### config.mk
export PLATFORM = sky130hd
export DESIGN_NAME = seg7_frame_scan
export DESIGN_NICKNAME = d
export VERILOG_FILES = /design/src/rtl/seg7_frame_scan_pkg.sv /design/src/rtl/seg7_frame_scan_hex_to_seg7.sv /design/src/rtl/seg7_frame_scan.sv
export SDC_FILE = /design/constraint.sdc
export NUM_CORES = 1
export LEC_CHECK = 0
export ABC_AREA = 1
export ABC_CLOCK_PERIOD_IN_PS = 2350
export CAP_MARGIN = 25
export CORE_ASPECT_RATIO = 2
export CORE_MARGIN = 5
export CORE_UTILIZATION = 30
export CTS_CLUSTER_SIZE = 16
export DETAILED_ROUTE_END_ITERATION = 8
export GPL_TIMING_DRIVEN = 0
export PLACE_DENSITY = 0.44
export SYNTH_ARGS = -nofsm -noshare
export SYNTH_HDL_FRONTEND = slang
export SYNTH_HIERARCHICAL = 1
export SYNTH_SLANG_ARGS = --single-unit
### constraint.sdc
create_clock -name clk -period 2.35 [get_ports clk]
set_input_delay 0.705 -clock clk [delete_from_list [all_inputs] [get_ports clk]]
set_output_delay 0.705 -clock clk [all_outputs]
set_load 0.01 [all_outputs]
### src/rtl/seg7_frame_scan_pkg.sv
// Shared constants for the 8-digit seven-segment scanner: blanking codes and the
// active-high gfedcba hex glyph table.
package seg7_frame_scan_pkg;

  localparam logic [7:0] SEG_OFF = 8'hFF;
  localparam logic [7:0] SEL_OFF = 8'hFF;

  // Entry n holds the glyph for hex digit n; entry 15 is listed first.
  localparam logic [15:0][6:0] HEX_SEG = {
    7'h71, 7'h79, 7'h5E, 7'h39, 7'h7C, 7'h77, 7'h6F, 7'h7F,
    7'h07, 7'h7D, 7'h6D, 7'h66, 7'h4F, 7'h5B, 7'h06, 7'h3F
  };

endpackage

### src/rtl/seg7_frame_scan_hex_to_seg7.sv
// Combinational hex nibble to active-high seven-segment glyph (bit 0 = a .. bit 6 = g).
module hex_to_seg7
  import seg7_frame_scan_pkg::*;
(
  input  logic [3:0] i_hex,
  output logic [6:0] o_seg
);

  assign o_seg = HEX_SEG[i_hex];

endmodule

### src/rtl/seg7_frame_scan.sv
// 8-digit multiplexed hex display driver with a 1-deep shadow buffer that is swapped
// into the displayed word only at frame boundaries, leading-zero blanking and 16-level PWM.
module seg7_frame_scan
  import seg7_frame_scan_pkg::*;
#(
  parameter int unsigned CNT_W    = 17,
  parameter int unsigned SCAN_DIV = 100000
) (
  input  logic        clk,
  input  logic        rst,
  input  logic        i_valid,
  input  logic [31:0] i_data,
  output logic        o_ready,
  input  logic        blank_lz,
  input  logic [3:0]  bright,
  output logic [7:0]  o_sel,
  output logic [7:0]  o_seg
);

  localparam int unsigned      PH_DIV     = SCAN_DIV / 16;
  localparam logic [CNT_W-1:0] PRESC_LAST = CNT_W'(SCAN_DIV - 1);
  localparam logic [CNT_W-1:0] SUB_LAST   = CNT_W'(PH_DIV - 1);

  logic [CNT_W-1:0] r_presc;
  logic [CNT_W-1:0] r_sub;
  logic [3:0]       r_ph;
  logic [2:0]       r_idx;
  logic [31:0]      r_shadow;
  logic [31:0]      r_active;
  logic             r_pending;
  logic [7:0]       r_sel;
  logic [7:0]       r_seg;

  logic        w_tick;
  logic        w_frame_end;
  logic        w_accept;
  logic [31:0] w_upper;
  logic        w_blank;
  logic        w_lit;
  logic [3:0]  w_nib;
  logic [6:0]  w_glyph;
  logic [7:0]  w_sel_d;
  logic [7:0]  w_seg_d;

  assign w_tick      = (r_presc == PRESC_LAST);
  assign w_frame_end = w_tick && (r_idx == 3'd7);
  assign w_accept    = i_valid && !r_pending;
  assign o_ready     = !r_pending;

  always_ff @(posedge clk or negedge rst) begin
    if (!rst) begin
      r_presc <= '0;
      r_sub   <= '0;
      r_ph    <= '0;
      r_idx   <= '0;
    end else if (w_tick) begin
      r_presc <= '0;
      r_sub   <= '0;
      r_ph    <= '0;
      r_idx   <= r_idx + 3'd1;
    end else begin
      r_presc <= r_presc + 1'b1;
      if (r_sub == SUB_LAST) begin
        r_sub <= '0;
        // Saturate so a SCAN_DIV that is not a multiple of 16 never wraps the phase.
        if (r_ph != 4'hF) r_ph <= r_ph + 4'd1;
      end else begin
        r_sub <= r_sub + 1'b1;
      end
    end
  end

  // Accept and swap are exclusive: accept needs pending low, swap needs it high.
  always_ff @(posedge clk or negedge rst) begin
    if (!rst) begin
      r_shadow  <= '0;
      r_active  <= '0;
      r_pending <= 1'b0;
    end else if (w_frame_end && r_pending) begin
      r_active  <= r_shadow;
      r_pending <= 1'b0;
    end else if (w_accept) begin
      r_shadow  <= i_data;
      r_pending <= 1'b1;
    end
  end

  assign w_upper = r_active >> {r_idx, 2'b00};
  assign w_blank = blank_lz && (r_idx != 3'd0) && (w_upper == 32'd0);
  assign w_lit   = (bright == 4'hF) || (r_ph < bright);
  assign w_nib   = r_active[{r_idx, 2'b00} +: 4];

  hex_to_seg7 u_hex_to_seg7 (
    .i_hex (w_nib),
    .o_seg (w_glyph)
  );

  always_comb begin
    w_sel_d = SEL_OFF;
    w_seg_d = SEG_OFF;
    if (w_lit && !w_blank) begin
      w_sel_d = ~(8'b1 << r_idx);
      w_seg_d = {1'b1, ~w_glyph};
    end
  end

  always_ff @(posedge clk or negedge rst) begin
    if (!rst) begin
      r_sel <= SEL_OFF;
      r_seg <= SEG_OFF;
    end else begin
      r_sel <= w_sel_d;
      r_seg <= w_seg_d;
    end
  end

  assign o_sel = r_sel;
  assign o_seg = r_seg;

endmodule

**Word level (Yosys, flattened, before mapping)**

Memory sizes are Yosys's and may differ from the RTL's.
Index checks and enable logic that the tools add are counted.

- Bits of input ports: 40
- Bits in registers: 122
- Memories: 1
- Logic and storage cells: 54
- ROM bits: 112

- Multiplexer cells: 11
- Add/subtract/negate cells: 4
- Equality and inequality tests: 5
- Magnitude comparators: 2
- Bitwise gates (word level): 3
- Shifts and indexed selects: 3
- Reduce and logical (&&, ||, !) cells: 16

Memories:

| name | words | width | read ports | clocked after memory_dff | write ports | line | RTL |
|---|---|---|---|---|---|---|---|
| (name not given) | 16 | 7 | 1 | 0 | 0 | seg7_frame_scan_hex_to_seg7.sv:9 | `assign o_seg = HEX_SEG[i_hex];` |

Operators with widths:

| kind | count |
|---|---|
| 2-to-1 mux 17 bit | 3 |
| adder 17 x 1 -> 17 bit, second input constant | 2 |
| zero test 32 bit | 1 |
| indexed part select 32 x 6 -> 4 bit | 1 |
| >> shifter 32 x 5 -> 32 bit | 1 |
| equality test 17 x 13 -> 1 bit, second input constant | 1 |
| equality test 17 bit, second input constant | 1 |
| 2-to-1 mux 7 bit | 2 |
| 2-to-1 mux 4 bit | 3 |
| 2-to-1 mux 8 bit | 1 |
| NOT 8 bit | 1 |
| << shifter 1 x 3 -> 8 bit, first input constant | 1 |
| NOT 7 bit | 1 |
| logical AND 1 bit | 6 |
| nonzero test 2 bit | 3 |
| < comparator 4 x 5 -> 1 bit, second input constant | 1 |
| adder 4 x 1 -> 4 bit, second input constant | 1 |
| equality test 4 bit, second input constant | 1 |
| < comparator 4 bit | 1 |
| != test 4 bit, second input constant | 1 |
| AND reduction 2 bit | 2 |
| adder 3 x 1 -> 3 bit, second input constant | 1 |
| equality test 3 bit, second input constant | 1 |
| nonzero test 3 bit | 1 |
| 4 further kinds | 6 |

**Longest topological paths before layout**

- Depth in word-level cells: 6
- Depth in mapped cells: 15

**Hierarchy**

The synthesis kept the hierarchy.

Modules (own cells, without submodules):

| module | cells each | sequential area each (µm²) | instances | area an instance (µm²) |
|---|---|---|---|---|
| seg7_frame_scan | 764 | 3046.7 | 1 | 6039.5 |
| hex_to_seg7 | 52 | 0.0 | 1 | 276.5 |

**Least setup slack after synthesis**

Ideal clock, no wire load.

- Path type: input-to-reg
- Start: input bright[1]
- End: register r_sel[0] (netlist: o_sel[0])
- Data arrival time: 1.904 ns
- Required time: 2.256 ns
- Stages on the path: 8
- Setup slack: 0.352 ns
- Buffers on the path: 1
- Path through: inv_1 -> ha_1 -> a21boi_0 -> o211ai_1 -> nand2_1 -> o21ai_1 -> clkbuf_1 -> nand3_1

- Longest elaborated chain between the ends: 4

Ends and longest elaborated chain:

| item | line | RTL |
|---|---|---|
| from (decl) | seg7_frame_scan.sv:15 | `input logic [3:0] bright,` |
| < comparator 4 bit / equality test 4 bit (equally long branches) | seg7_frame_scan.sv:90 | `assign w_lit = (bright == 4'hF) \|\| (r_ph < bright);` |
| logical OR 1 bit * | seg7_frame_scan.sv:90 |  |
| logical AND 1 bit * | seg7_frame_scan.sv:101 | `if (w_lit && !w_blank) begin` |
| 2-to-1 mux 8 bit * | seg7_frame_scan.sv:101 |  |
| via w_sel_d[0] | seg7_frame_scan.sv:42 | `logic [7:0] w_sel_d;` |
| to (signal assigned) | seg7_frame_scan.sv:112 | `r_sel <= w_sel_d;` |
| to (decl) | seg7_frame_scan.sv:31 | `logic [7:0] r_sel;` |

Mark *: on every way through the listed nets, which the timed path passes. The rest lies on a longest branch.
A chain may end at the register's enable or synchronous reset.

**Worst setup path in the final report**

- Start: register r_presc[0]
- End: register r_sub[11]

- Longest elaborated chain between the ends: 2

Ends and longest elaborated chain:

| item | line | RTL |
|---|---|---|
| from (decl) | seg7_frame_scan.sv:24 | `logic [CNT_W-1:0] r_presc;` |
| from (signal assigned) | seg7_frame_scan.sv:62 | `r_presc <= r_presc + 1'b1;` |
| equality test 17 bit | seg7_frame_scan.sv:45 | `assign w_tick = (r_presc == PRESC_LAST);` |
| 2-to-1 mux 17 bit | seg7_frame_scan.sv:56 | `end else if (w_tick) begin` |
| to (signal assigned) | seg7_frame_scan.sv:68 | `r_sub <= r_sub + 1'b1;` |
| to (decl) | seg7_frame_scan.sv:25 | `logic [CNT_W-1:0] r_sub;` |

No other way between the ends.

==> results.md <==
- At the end of routability-driven placement, the weighted congestion stood at 0.827.
- The total count of max-transition violations in the final report is 0.
- The number of global-route vias before repair was 5735.
- The startpoint type of the worst setup path is a register.
- The post-CTS clock slew at the launch and capture registers of the worst setup and hold paths is 0.06 ns.
- In this run the biggest area consumer among cell types represents 42.0% of the synthesized area.
- The via count is 5442.
- The number of hold buffers added after cts is 0.
- The overall fraction of global-route tracks in use is 15.8%.
- The routed length per placed instance is 15.8 um.
- The total standard cell area after synthesis is 6320 um^2.
- Ranked by total cell area, the synthesized netlist is headed by dfrtp_1 42%, nand2_1 12%, inv_1 6.7%.
- The count of final hold-check violations came to 0.
- The die area is 24200 um^2.
- The number of nets in the layout is 951.
- The transition time at the pin with the least slew margin is 0.697 ns.
- The number of violations of the max-capacitance limit is 0.
- After floorplanning, the core was sized to cover 20800 um^2.
- Entering global routing, the biggest net connects 76 pins.
- Relative to the synthesized area, the layout overhead comes to 24.0%.
- The first-pass iteration count of the detailed router is 4.
- The number of buffers created by CTS is 17.
- The detail route stage leaves a number of antenna-violating nets equal to 0.
- The total DRC errors in the routed layout is 0.
- The buffer cell driving the clock tree root is clkbuf_16.
- The first global-routing pass estimated 29600 um of wire.
- The flow ran to the end, and the final reports show no timing, DRC or antenna violations.
- The proportion of layout cells with a drive suffix above 1 is 8.86%.
- The analysis attributes to cell leakage a power of 3.83 nW.
- Traced cell by cell, the critical path runs through ha_1, nand2_1, inv_2, nand2_1, nor2_2, inv_1, nor2_1, nand2_1, o21ai_2, nor2_1, o21a_1.
- Among the stages of the critical path, the cell type that occurs most often is nand2_1.
- The number of clock sinks seen by CTS is 121.
- The horizontal extent of the die is 113 um.
- Dividing total power by cell area gives a power density of 629 nW/um^2.
- The critical path is of the reg2reg type.
- TritonCTS built the clock tree.
- The initial core utilization is 30.3%.
- The primary flip-flop cell chosen by synthesis mapping is dfrtp_1.
- The cell accounting for the most synthesized area is dfrtp_1.
- In this run the tool buffered the top-level ports with 55 buffer cells.
- The aggregate routed wire length is 18500 um.
- Counting flops and latches in the post-synthesis netlist gives 121.
- The final cell utilization of the core is 37.6%.
- The number of antenna repair diodes is 0.
- nand2_1 is the most common cell in the netlist.
- The boundary pin count is 57.
- Counting instances in the post-synthesis netlist gives the leading cell types as 208 x nand2_1, 112 x inv_1, 106 x dfrtp_1.
- IR analysis of the VDD net gives a maximum drop of 413 uV.
- The slowest stage of the critical path belongs to the cell dfrtp_1.
- The clock passes through at most 2 buffers.
- The post-cts repair resize count is 3.
- Subtracting the final worst setup slack from the clock period gives 2.19 ns.
- STA puts the critical path data required time at 2.66 ns.
- Setup repair after global routing left no endpoint under its margin.
- The fmax is 458 MHz.
- The maximum net fanout on the critical path is 8.
- The floorplan die height is 215 um.
- For this run, the number of Yosys warnings is 6.
- The final critical-path share of the clock period is 93.0%.
- In the synthesized netlist the async set-or-reset flop fraction comes to 100%.
- The family of cells with the greatest summed delay on the critical path is simple AND/OR/NAND/NOR gates.
- The number of antenna violations at the first check in global routing is 0.
- The total number of H-tree levels is 4.
- The average size of a mapped cell is 7.74 um^2.
- The count of different cell masters after synthesis is 33.
- The critical path data arrival time is 2.50 ns.
- The peak per-stage delay on the critical path is 0.37 ns.
- The number of buffers and inverters on the critical path is 2.
- The path class of the tightest hold or removal check is in2async.
- The register area share after synthesis is 48.2%.
- The HPWL after detailed placement is 14400 um.
- The worst setup path is captured at a register.
- Using the TritonRoute via totals, the vias-per-cell ratio works out to 4.64.
- Setup violations remaining at the end of the flow were counted as 0.
- In this run the tightest slew margin relative to its limit is 53.5%.
- The count of mapped cells out of synthesis is 816.
- The final setup TNS is 0 ns.
- The row count is 75.
- The latest clock arrival within the worst-skew pair is 0.42 ns.
- Post-CTS timing repair inserted 0 buffers for setup.
- For this run the aggregate overflow at the end of global routing stands at 0.
- The number of flops mapped to enable cells by yosys is 0.
- The clock arrives with 0.00610 ns of skew.
- The first routing iteration left 205 violations.
- When the netlist entered floorplanning its net count stood at 876.
## path summary, 6_finish.rpt
| kind | start | end | slack [ns] | cells after the start |
|---|---|---|---|---|
| max reg2reg | r_presc[0] | r_sub[11] | 0.16 | 11 |
| min in group clk | r_presc[14] | r_presc[14] | 0.46 | 1 |
| max | r_presc[0] | r_sub[11] | 0.16 | 11 |
| min | rst | r_shadow[25] | 0.22 | 1 |
| min reg2reg | r_presc[14] | r_presc[14] | 0.46 | 1 |
| max in group asynchronous | rst | r_idx[0] | 1.38 | 2 |
## power breakdown
part | internal, W | leakage (nW) | switching [W]
clock | 0.00159 | 0.275 | 0.000950
sequential | 0.00215 | 1.49 | 0.0000166
combinational | 0.0000994 | 2.06 | 0.000118
total | 0.00384 | 3.83 | 0.00109
## sequential cells by signal, summed over array words and instances (netlist names)
signal	count
r_sub	17
r_shadow	32
o_seg	7
o_sel	8
r_active	32
r_pending	1
r_ph	4
r_idx	3
r_presc	17
## cells in the final DEF (no fill, tap or decap), drive strengths merged, types with 2 or more instances in the layout
cell,synthesis,routed
buf,15,17
nand4,13,13
dfstp,15,15
nand3b,4,4
clkinv,0,3
clkdlybuf4s50,0,54
nand2,209,209
inv,117,117
dfrtp,106,106
xor2,9,9
nor4,8,8
clkbuf,10,35
nand3,74,74
o21bai,2,2
a21oi,40,40
nor3b,2,2
nor3,18,18
ha,20,20
clkinvlp,0,2
o21ai,56,56
nor2,92,92
## cell families (layout without fill, tap and decap cells)
| logic type | Yosys count | count (layout) | synth area share (%) |
|---|---|---|---|
| other cells | 1 | 1 | 0.0594 |
| fa+ha+maj | 20 | 20 | 3.96 |
| compound gates | 103 | 103 | 8.64 |
| xor+xnor | 9 | 9 | 1.25 |
| simple gates | 420 | 420 | 28.2 |
| buf+inv | 142 | 229 | 9.69 |
| flops | 121 | 121 | 48.2 |
## stage by stage
stage	worst slack (ns)	instances	area [um^2]	total power, W	hold WS [ns]
final	0.164	1172	7830	0.00493	0.225
after global routing	0.00345	1172	7830	0.00512	0.261
after CTS	0.00291	1172	7810	0.00502	0.231
after detailed placement	-0.606	1141	7230	0.00243	0.460
after global placement	-4.63	1140	7200	0.00242	0.457
after floorplan	0.352	816	6320	0.00228	0.409
## routing by layer
metal	track usage, %	up-vias	wire length [um]
met5	0	-	0
li1	-	2743	-
met2	32.8	69	11400
met1	14.5	2606	6310
met4	6.26	0	429
met3	2.56	24	365
## final cells by class
type	instances	area [um^2]
Clock buffer	25	505
Fill cell	2249	13000
Buffer	25	176
Clock inverter	6	63.8
Inverter	117	444
Tap cell	269	337
Multi-Input combinational cell	553	2680
Timing Repair Buffer	56	579
Sequential cell	121	3050
No activity file was read; power rests on OpenSTA's default activity.
